$ cat config.mk
export PLATFORM = sky130hd
export DESIGN_NAME = bcd_7seg_scanner
export DESIGN_NICKNAME = d
export VERILOG_FILES = /design/src/rtl/bcd_7seg_scanner.sv
export SDC_FILE = /design/constraint.sdc
export NUM_CORES = 1
export LEC_CHECK = 0
export CORE_ASPECT_RATIO = 0.7
export CORE_UTILIZATION = 25
export CTS_CLUSTER_DIAMETER = 50
export DETAILED_ROUTE_END_ITERATION = 10
export DONT_BUFFER_PORTS = 1
export PLACE_DENSITY = 0.44
export SLEW_MARGIN = 20
export SYNTH_ARGS = -nofsm -noshare
export SYNTH_HDL_FRONTEND = slang
export SYNTH_SLANG_ARGS = --single-unit
$ cat constraint.sdc
create_clock -name clk_1mhz -period 2.7 [get_ports clk_1mhz]
set_input_delay 0.81 -clock clk_1mhz [delete_from_list [all_inputs] [get_ports clk_1mhz]]
set_output_delay 0.81 -clock clk_1mhz [all_outputs]
set_load 0.05 [all_outputs]
$ cat src/rtl/bcd_7seg_scanner.sv
// bcd_7seg_scanner
//   Multiplexed seven-segment driver for a packed BCD word
//   {thousands, hundreds, tens, units}. Each frame runs LOAD, then for every
//   digit (units first) a BLANK gap followed by a DRIVE window. Input data and
//   decimal points are captured only in LOAD, so a frame never tears.
//
//   Optional build macro: LEADING_ZERO_BLANK_EN
//     When defined, digits above the units digit show no segments if they and
//     every higher nibble of the captured word are zero.
//
// Ports
//   clk_1mhz       system clock
//   reset_n_ip     asynchronous active-low reset
//   bcd_data_ip    packed BCD, [3:0] units ... [15:12] thousands
//   dp_ip          decimal point request, bit i = digit i
//   seg_op         segments {g,f,e,d,c,b,a}
//   dp_op          decimal point segment
//   an_op          digit enables, bit i = digit i
//   frame_done_op  one-cycle pulse while a new frame is being latched
module bcd_7seg_scanner #(
  parameter int unsigned NUM_DIGITS   = 4,
  parameter int unsigned REFRESH_DIV  = 1000,
  parameter int unsigned BLANK_CYCLES = 8,
  parameter int unsigned ACTIVE_LOW   = 1
) (
  input  logic                    clk_1mhz,
  input  logic                    reset_n_ip,
  input  logic [4*NUM_DIGITS-1:0] bcd_data_ip,
  input  logic [NUM_DIGITS-1:0]   dp_ip,
  output logic [6:0]              seg_op,
  output logic                    dp_op,
  output logic [NUM_DIGITS-1:0]   an_op,
  output logic                    frame_done_op
);

  localparam int unsigned MAXC = (REFRESH_DIV > BLANK_CYCLES) ? REFRESH_DIV : BLANK_CYCLES;
  localparam int unsigned CW   = $clog2(MAXC);
  localparam int unsigned IW   = (NUM_DIGITS > 1) ? $clog2(NUM_DIGITS) : 1;

  localparam logic [CW-1:0] DRIVE_LAST = CW'(REFRESH_DIV - 1);
  localparam logic [CW-1:0] BLANK_LAST = CW'(BLANK_CYCLES - 1);
  localparam logic [IW-1:0] IDX_LAST   = IW'(NUM_DIGITS - 1);

  // Off patterns double as the inversion masks for active-low builds.
  localparam logic                  INV     = (ACTIVE_LOW != 0);
  localparam logic [6:0]            SEG_OFF = {7{INV}};
  localparam logic [NUM_DIGITS-1:0] AN_OFF  = {NUM_DIGITS{INV}};
  localparam logic                  DP_OFF  = INV;
  localparam logic [NUM_DIGITS-1:0] AN_ONE  = {{(NUM_DIGITS-1){1'b0}}, 1'b1};

  typedef enum logic [1:0] {
    LOAD,
    BLANK,
    DRIVE
  } state_t;

  state_t                  state;
  logic [IW-1:0]           idx;
  logic [CW-1:0]           cnt;
  logic [4*NUM_DIGITS-1:0] shadow;
  logic [NUM_DIGITS-1:0]   dp_shadow;

  logic [3:0]              drive_nib;
  logic [6:0]              drive_seg;
  logic [NUM_DIGITS-1:0]   drive_an;
  logic                    drive_dp;

  function automatic logic [6:0] decode(input logic [3:0] nib);
    case (nib)
      4'd0:    decode = 7'h3F;
      4'd1:    decode = 7'h06;
      4'd2:    decode = 7'h5B;
      4'd3:    decode = 7'h4F;
      4'd4:    decode = 7'h66;
      4'd5:    decode = 7'h6D;
      4'd6:    decode = 7'h7D;
      4'd7:    decode = 7'h07;
      4'd8:    decode = 7'h7F;
      4'd9:    decode = 7'h6F;
      default: decode = 7'h40;  // non-BCD nibble shows a dash
    endcase
  endfunction

  // Active-high view of the digit selected by idx, loaded on entry to DRIVE.
  always_comb begin
    drive_nib = shadow[{idx, 2'b00} +: 4];
    drive_seg = decode(drive_nib);
    drive_an  = AN_ONE << idx;
    drive_dp  = dp_shadow[idx];
`ifdef LEADING_ZERO_BLANK_EN
    if ((idx != '0) && ((shadow >> {idx, 2'b00}) == '0)) begin
      drive_seg = '0;
    end
`endif
  end

  always_ff @(posedge clk_1mhz or negedge reset_n_ip) begin
    if (!reset_n_ip) begin
      state         <= LOAD;
      idx           <= '0;
      cnt           <= '0;
      shadow        <= '0;
      dp_shadow     <= '0;
      an_op         <= AN_OFF;
      seg_op        <= SEG_OFF;
      dp_op         <= DP_OFF;
      frame_done_op <= 1'b0;
    end else begin
      case (state)
        LOAD: begin
          shadow    <= bcd_data_ip;
          dp_shadow <= dp_ip;
          idx       <= '0;
          cnt       <= '0;
          // LOAD reached from reset has no entry edge to raise the pulse, so
          // it spends one extra cycle re-entering itself with the pulse high.
          if (!frame_done_op) begin
            frame_done_op <= 1'b1;
          end else begin
            frame_done_op <= 1'b0;
            state         <= BLANK;
          end
        end
        BLANK: begin
          if (cnt == BLANK_LAST) begin
            cnt    <= '0;
            state  <= DRIVE;
            an_op  <= drive_an ^ AN_OFF;
            seg_op <= drive_seg ^ SEG_OFF;
            dp_op  <= drive_dp ^ DP_OFF;
          end else begin
            cnt <= cnt + 1'b1;
          end
        end
        DRIVE: begin
          if (cnt == DRIVE_LAST) begin
            cnt    <= '0;
            an_op  <= AN_OFF;
            seg_op <= SEG_OFF;
            dp_op  <= DP_OFF;
            if (idx == IDX_LAST) begin
              state         <= LOAD;
              frame_done_op <= 1'b1;
            end else begin
              idx   <= idx + 1'b1;
              state <= BLANK;
            end
          end else begin
            cnt <= cnt + 1'b1;
          end
        end
        default: begin
          state <= LOAD;
        end
      endcase
    end
  end

endmodule

# [Word level (Yosys, flattened, before mapping)]
# Memory sizes are Yosys's and may differ from the RTL's.
# Cells that the tools add are included.
[totals] ff_bits=47 romBits=112 in_bits=22 output_inout_bits=13 word_cells=62 n_memories=1
[mem_list] memory="(no name shown)" words=16 word_bits=7 read_ports=1 rd_ports_with_merged_regs=0 wr=0 line="69" rtl="case (nib)"
[classes] add_sub_neg=2 magnitude_cmp=1 n_eq_ne=10 shifts=2 muxes=26 bitwise_logic=3 reduce_logical=8
[ops] op="$pmux W10 S3" n=1
[ops] op="$mux W10" n=2
[ops] op="$shiftx A16 B5 Y4" n=1
[ops] op="$mux W7" n=2
[ops] op="$pmux W7 S2" n=1
[ops] op="$reduce_and A3 Y1" n=4
[ops] op="$add A10 B1 Y10 const B" n=1
[ops] op="$eq A10 B10 Y1 const B" n=1
[ops] op="$eq A10 B3 Y1 const B" n=1
[ops] op="$mux W2" n=5
[ops] op="$ne A2 B2 Y1 const B" n=5
[ops] op="$mux W4" n=2
[ops] op="$pmux W4 S2" n=1
[ops] op="$mux W1" n=7
[ops] op="$not A7 Y7" n=1
[ops] op="$pmux W2 S3" n=1
[ops] op="$eq A2 B2 Y1 const B" n=2
[ops] op="$not A4 Y4" n=1
[ops] op="$pmux W1 S2" n=2
[ops] op="$pmux W2 S2" n=1
[ops] op="$reduce_bool A2 Y1" n=2
[ops] op="$shl A1 B2 Y4 const A" n=1
[ops] op="$lt A2 B3 Y1 const B" n=1
[ops] op="$reduce_bool A3 Y1" n=1
[ops] op="5 further kinds" n=5

# [Logic depth before layout (Yosys ltp)]
[depth] word_depth=5 ltp_mapped=7 mapped_depth_nobuf=6

# [Least setup slack after synthesis]
# OpenSTA, ideal clock, no wires.
[synth_path] path_type="register -> register" start="reg cnt[0]" end="reg an_op[0]" setup_ns=0.082 arrival_time_ns=2.037 required_ns=2.618 setup_slack_ns=0.581 path_stages_with_launch=8 path_buffers=2 period_less_slack_ns=2.119 path_cell_list="dfrtp_1 > ha_1 > nand4bb_4 > o31a_1 > clkbuf_1 > nor3b_4 > buf_4 > mux2_2"
[synth_via] elab_chain_len=3 elab_cells_between_ends=5 classes_between="eq/ne (4); reduce/logical (1)"
[synth_lines] item="from (decl)" line="59" rtl="logic [CW-1:0] cnt;"
[synth_lines] item="from (signal assigned)" line="132" rtl="cnt <= cnt + 1'b1;"
[synth_lines] item="from (signal assigned)" line="149" rtl="cnt <= cnt + 1'b1;"
[synth_lines] item="$eq A10 B10 Y1 or $eq A10 B3 Y1 (tied branches)" line="136, 125"
[synth_lines] item="$ne A2 B2 Y1 (no line)"
[synth_lines] item="$reduce_and A3 Y1 (no line) (*)"
[synth_lines] item="to (signal assigned)" line="128" rtl="an_op <= drive_an ^ AN_OFF;"
[synth_lines] item="to (decl)" line="32" rtl="output logic [NUM_DIGITS-1:0] an_op,"
# Every way passes the cells marked *; elsewhere a longest branch is shown, timed or not.
# A chain may end at the register's enable or synchronous reset.

# [Final worst setup path]
[layout_path] start="reg cnt[0]" end="reg an_op[2]"
# The elaborated chain is that of the path after synthesis.

==> flow_metrics.py <==
metrics = {
    "run_status": {
        "outcome": "completed",
    },
    "placement": {
        "dpl.cell_count": 336,
        "port_buffers": 0,
        "post-dp-hpwl_um": 3760,
        "gp_congestion": 0.792,
    },
    "worst_setup_path": {
        "path_max_fanout": 12,
        "critPathLaunchType": "register",
        "worst_ep_arrival_time_ps": 2650,
        "r2r_cells": 5,
        "required_ps": 2920,
        "r2r_end": "an_op[2]$_DFFE_PN1P_",
        "cp_cell_sequence": "ha_1 -> nand4bb_4 -> o31a_1 -> nor3b_4 -> mux2_2",
        "cpPeakStageDelay_ps": 550,
        "r2r-start": "cnt[0]$_DFFE_PN0P_",
        "crit_type": "reg2reg",
        "cp_slowest_cell": "nor3b_4",
        "crit_path_end_kind": "register",
        "r2r_slack_ps": 270,
    },
    "timing": {
        "hold_slack_ps": 201,
        "tightest_slew_ps": 580,
        "setup_viol": 0,
        "post-route-min-period_ps": 2430,
        "max_freq_mhz": 412,
        "slew_viol_final": 0,
        "rsz0062_at_grt": "no",
        "skew_ps": 9.57,
        "tns_ps": 0,
        "finalHoldViolations": 0,
        "slew_headroom_pct": 61.3,
        "post-route-period-util_pct": 90.0,
    },
    "global_routing": {
        "grt_overflow": 0,
        "grt_max_degree": 48,
        "grt_pass1_wl_um": 8750,
        "grt.total_usage_pct": 10.8,
        "grt_pass1_vias": 1580,
        "antenna_found_initial": 0,
    },
    "detailed_routing": {
        "viasPerCell": 4.55,
        "drcViolationCount": 0,
        "drtIter0Drc": 70,
        "drt-wirelength-per-cell_um": 15.0,
        "drt_pass1_iterations": 4,
        "routed_wl_um": 5170,
        "num_vias": 1566,
        "antenna_left": 0,
    },
    "clock_network": {
        "clockRootBuffer": "clkbuf_16",
        "clockBufferDepth": 2,
        "cts_resized": 0,
        "cts_buffers": 5,
        "hold_buffers": 0,
        "cts_setup_buffers": 0,
        "path_clk_slew_ps": 70,
        "h-tree-depth": 2,
        "cts.sinks": 47,
        "worstSkewPairLatency_ps": 290,
        "cts_tree": "done",
    },
    "power_and_ir_drop": {
        "leakage_nw": 1.14,
        "vdd_ir_drop_max_mv": 0.249,
        "pwr_density_cell_mw_per_mm2": 525,
        "p_int_w": 0.00112,
        "p_sw_share_pct": 24.4,
        "combPwrFrac_pct": 3.2,
        "p_clk_share_pct": 43.7,
        "pwr-share-seq_pct": 53.1,
        "p_sw_w": 0.000361,
    },
    "cells_and_area": {
        "drive_gt1_share_pct": 28.2,
        "layoutNonFillerInstCount": 344,
        "fin_nets": 251,
        "syn_to_final_growth_pct": 11.2,
        "nFillCells": 1003,
        "num_antenna_cells": 0,
    },
    "die": {
        "die_x_um": 122,
        "dieArea_mm2": 0.0105,
        "die_y_um": 86.2,
        "ioPinCount": 35,
        "rows": 30,
        "coreArea_mm2": 0.00976,
        "initial_core_util_pct": 26.0,
    },
    "synthesis": {
        "synthArstFlopShare_pct": 100,
        "seq_area_frac_synth_pct": 47.0,
        "syn_nets": 251,
        "ys.flop_type": "dfrtp_1",
        "avgSynthCellArea_um2": 11.8,
        "synth.distinct_cells": 43,
        "synth-warning-count": 0,
        "ys_ff_latch": 47,
        "synth_edf_count": 0,
        "synth_cells": 215,
        "netlist_area_mm2": 0.00253,
    },
    "min_path": {
        "hp-class": "in2async",
    },
    "run": {
        "cap_violations": 0,
    },
}
cell usage after synthesis, types with 2 or more instances:
cell type | number | area [um2]
dfrtp_1 | 35 | 876
mux2_2 | 25 | 282
nand2_1 | 19 | 71.3
ha_1 | 14 | 175
dfstp_2 | 12 | 315
inv_1 | 10 | 37.5
nand2b_1 | 10 | 62.6
a21oi_1 | 9 | 45.0
o211ai_1 | 8 | 60.1
clkbuf_1 | 7 | 26.3
o21ai_0 | 6 | 30.0
mux4_2 | 5 | 113
nand3_1 | 5 | 25.0
nor3_1 | 5 | 25.0
a2bb2oi_1 | 4 | 35.0
and3_1 | 4 | 25.0
nor2b_1 | 3 | 18.8
nor4_1 | 3 | 18.8
o22a_1 | 3 | 26.3
mux2i_1 | 2 | 20.0
nand4_1 | 2 | 12.5
o31a_1 | 2 | 17.5
xor2_1 | 2 | 17.5
per-layer routing:
layer / GRT usage (%) / wire (um)
met1: 17.1 / 2900
met2: 13.3 / 1910
met3: 3.75 / 320
met4: 2.99 / 38
met5: 0 / 0
power by group through the flow:
stage / sequential, W / combinational, W / clock [W]
detailed placement: 0.000800 / 0.0000476 / 0
global route: 0.000790 / 0.0000529 / 0.000700
finish: 0.000786 / 0.0000473 / 0.000646
global placement: 0.000800 / 0.0000478 / 0
floorplan: 0.000793 / 0.0000405 / 0
CTS: 0.000787 / 0.0000477 / 0.000673
registers in the layout, indices dropped and copies added, names as in the netlist:
signal,flops
state,2
dp_op,1
seg_op,7
shadow,16
idx,2
dp_shadow,4
an_op,4
cnt,10
frame_done_op,1
cell usage in the layout (no fill, tap or decap), types with 2 or more instances in the layout:
master,n
o31a_1,2
nand4_1,2
clkbuf_16,5
a21oi_1,9
a2bb2oi_1,4
nor2b_1,3
dfrtp_1,35
nand2b_1,10
xor2_1,2
buf_4,3
mux4_2,5
inv_1,10
nor3_1,5
ha_1,14
o21ai_0,6
nand3_1,5
inv_6,2
nand2_1,19
o22a_1,3
dfstp_2,12
mux2_2,25
and3_1,4
mux2i_1,2
o211ai_1,8
nor4_1,3
kinds of logic after synthesis:
group,synth area share [%]
flops,47.0
simple gates,14.5
compound gates,10.1
fa+ha+maj,6.91
mux,16.9
buf+inv,3.46
xor+xnor,1.04
stage by stage:
| stage | instance area (um2) | total power (W) | util (%) | setup WS [ps] |
|---|---|---|---|---|
| final | 2820 | 0.00148 | 28.9 | 271 |
| after global routing | 2820 | 0.00154 | 28.9 | 142 |
| after CTS | 2820 | 0.00151 | 28.9 | 268 |
| after detailed placement | 2670 | 0.000847 | 27.3 | 296 |
| after global placement | 2670 | 0.000848 | 27.3 | 331 |
| after floorplan | 2530 | 0.000834 | - | 581 |
cell type report:
type,instances,area (um2),share of cell area [%]
multi-input cells,148,1250,44.5
flip-flops and latches,47,1190,42.3
well taps,128,160,5.68
clock buffers,5,125,4.44
inverters,10,37.5,1.33
clock inverters,3,26.3,0.933
repair buffers,3,22.5,0.799
critical path, delay by kind of cell (launching register included):
kind,cells,cell delay (ps)
simple gates,2,710
fa+ha+maj,1,350
flops,1,430
mux,1,400
compound gates,1,460
how the worst max path moves through the flow:
stage | slack [ps] | startpoint | cells after the start | end
2_1_floorplan | 580 | cnt[0]$_DFFE_PN0P_ | 7 | an_op[0]$_DFFE_PN1P_
3_3_place_gp | 330 | cnt[8]$_DFFE_PN0P_ | 4 | an_op[1]$_DFFE_PN1P_
3_5_place_dp | 300 | cnt[0]$_DFFE_PN0P_ | 5 | dp_op$_DFFE_PN1P_
4_1_cts | 270 | cnt[0]$_DFFE_PN0P_ | 5 | an_op[2]$_DFFE_PN1P_
5_1_grt | 140 | cnt[0]$_DFFE_PN0P_ | 5 | dp_op$_DFFE_PN1P_
6_report | 270 | cnt[0]$_DFFE_PN0P_ | 5 | an_op[2]$_DFFE_PN1P_
Note: power is estimated with default switching activity, not from simulation.
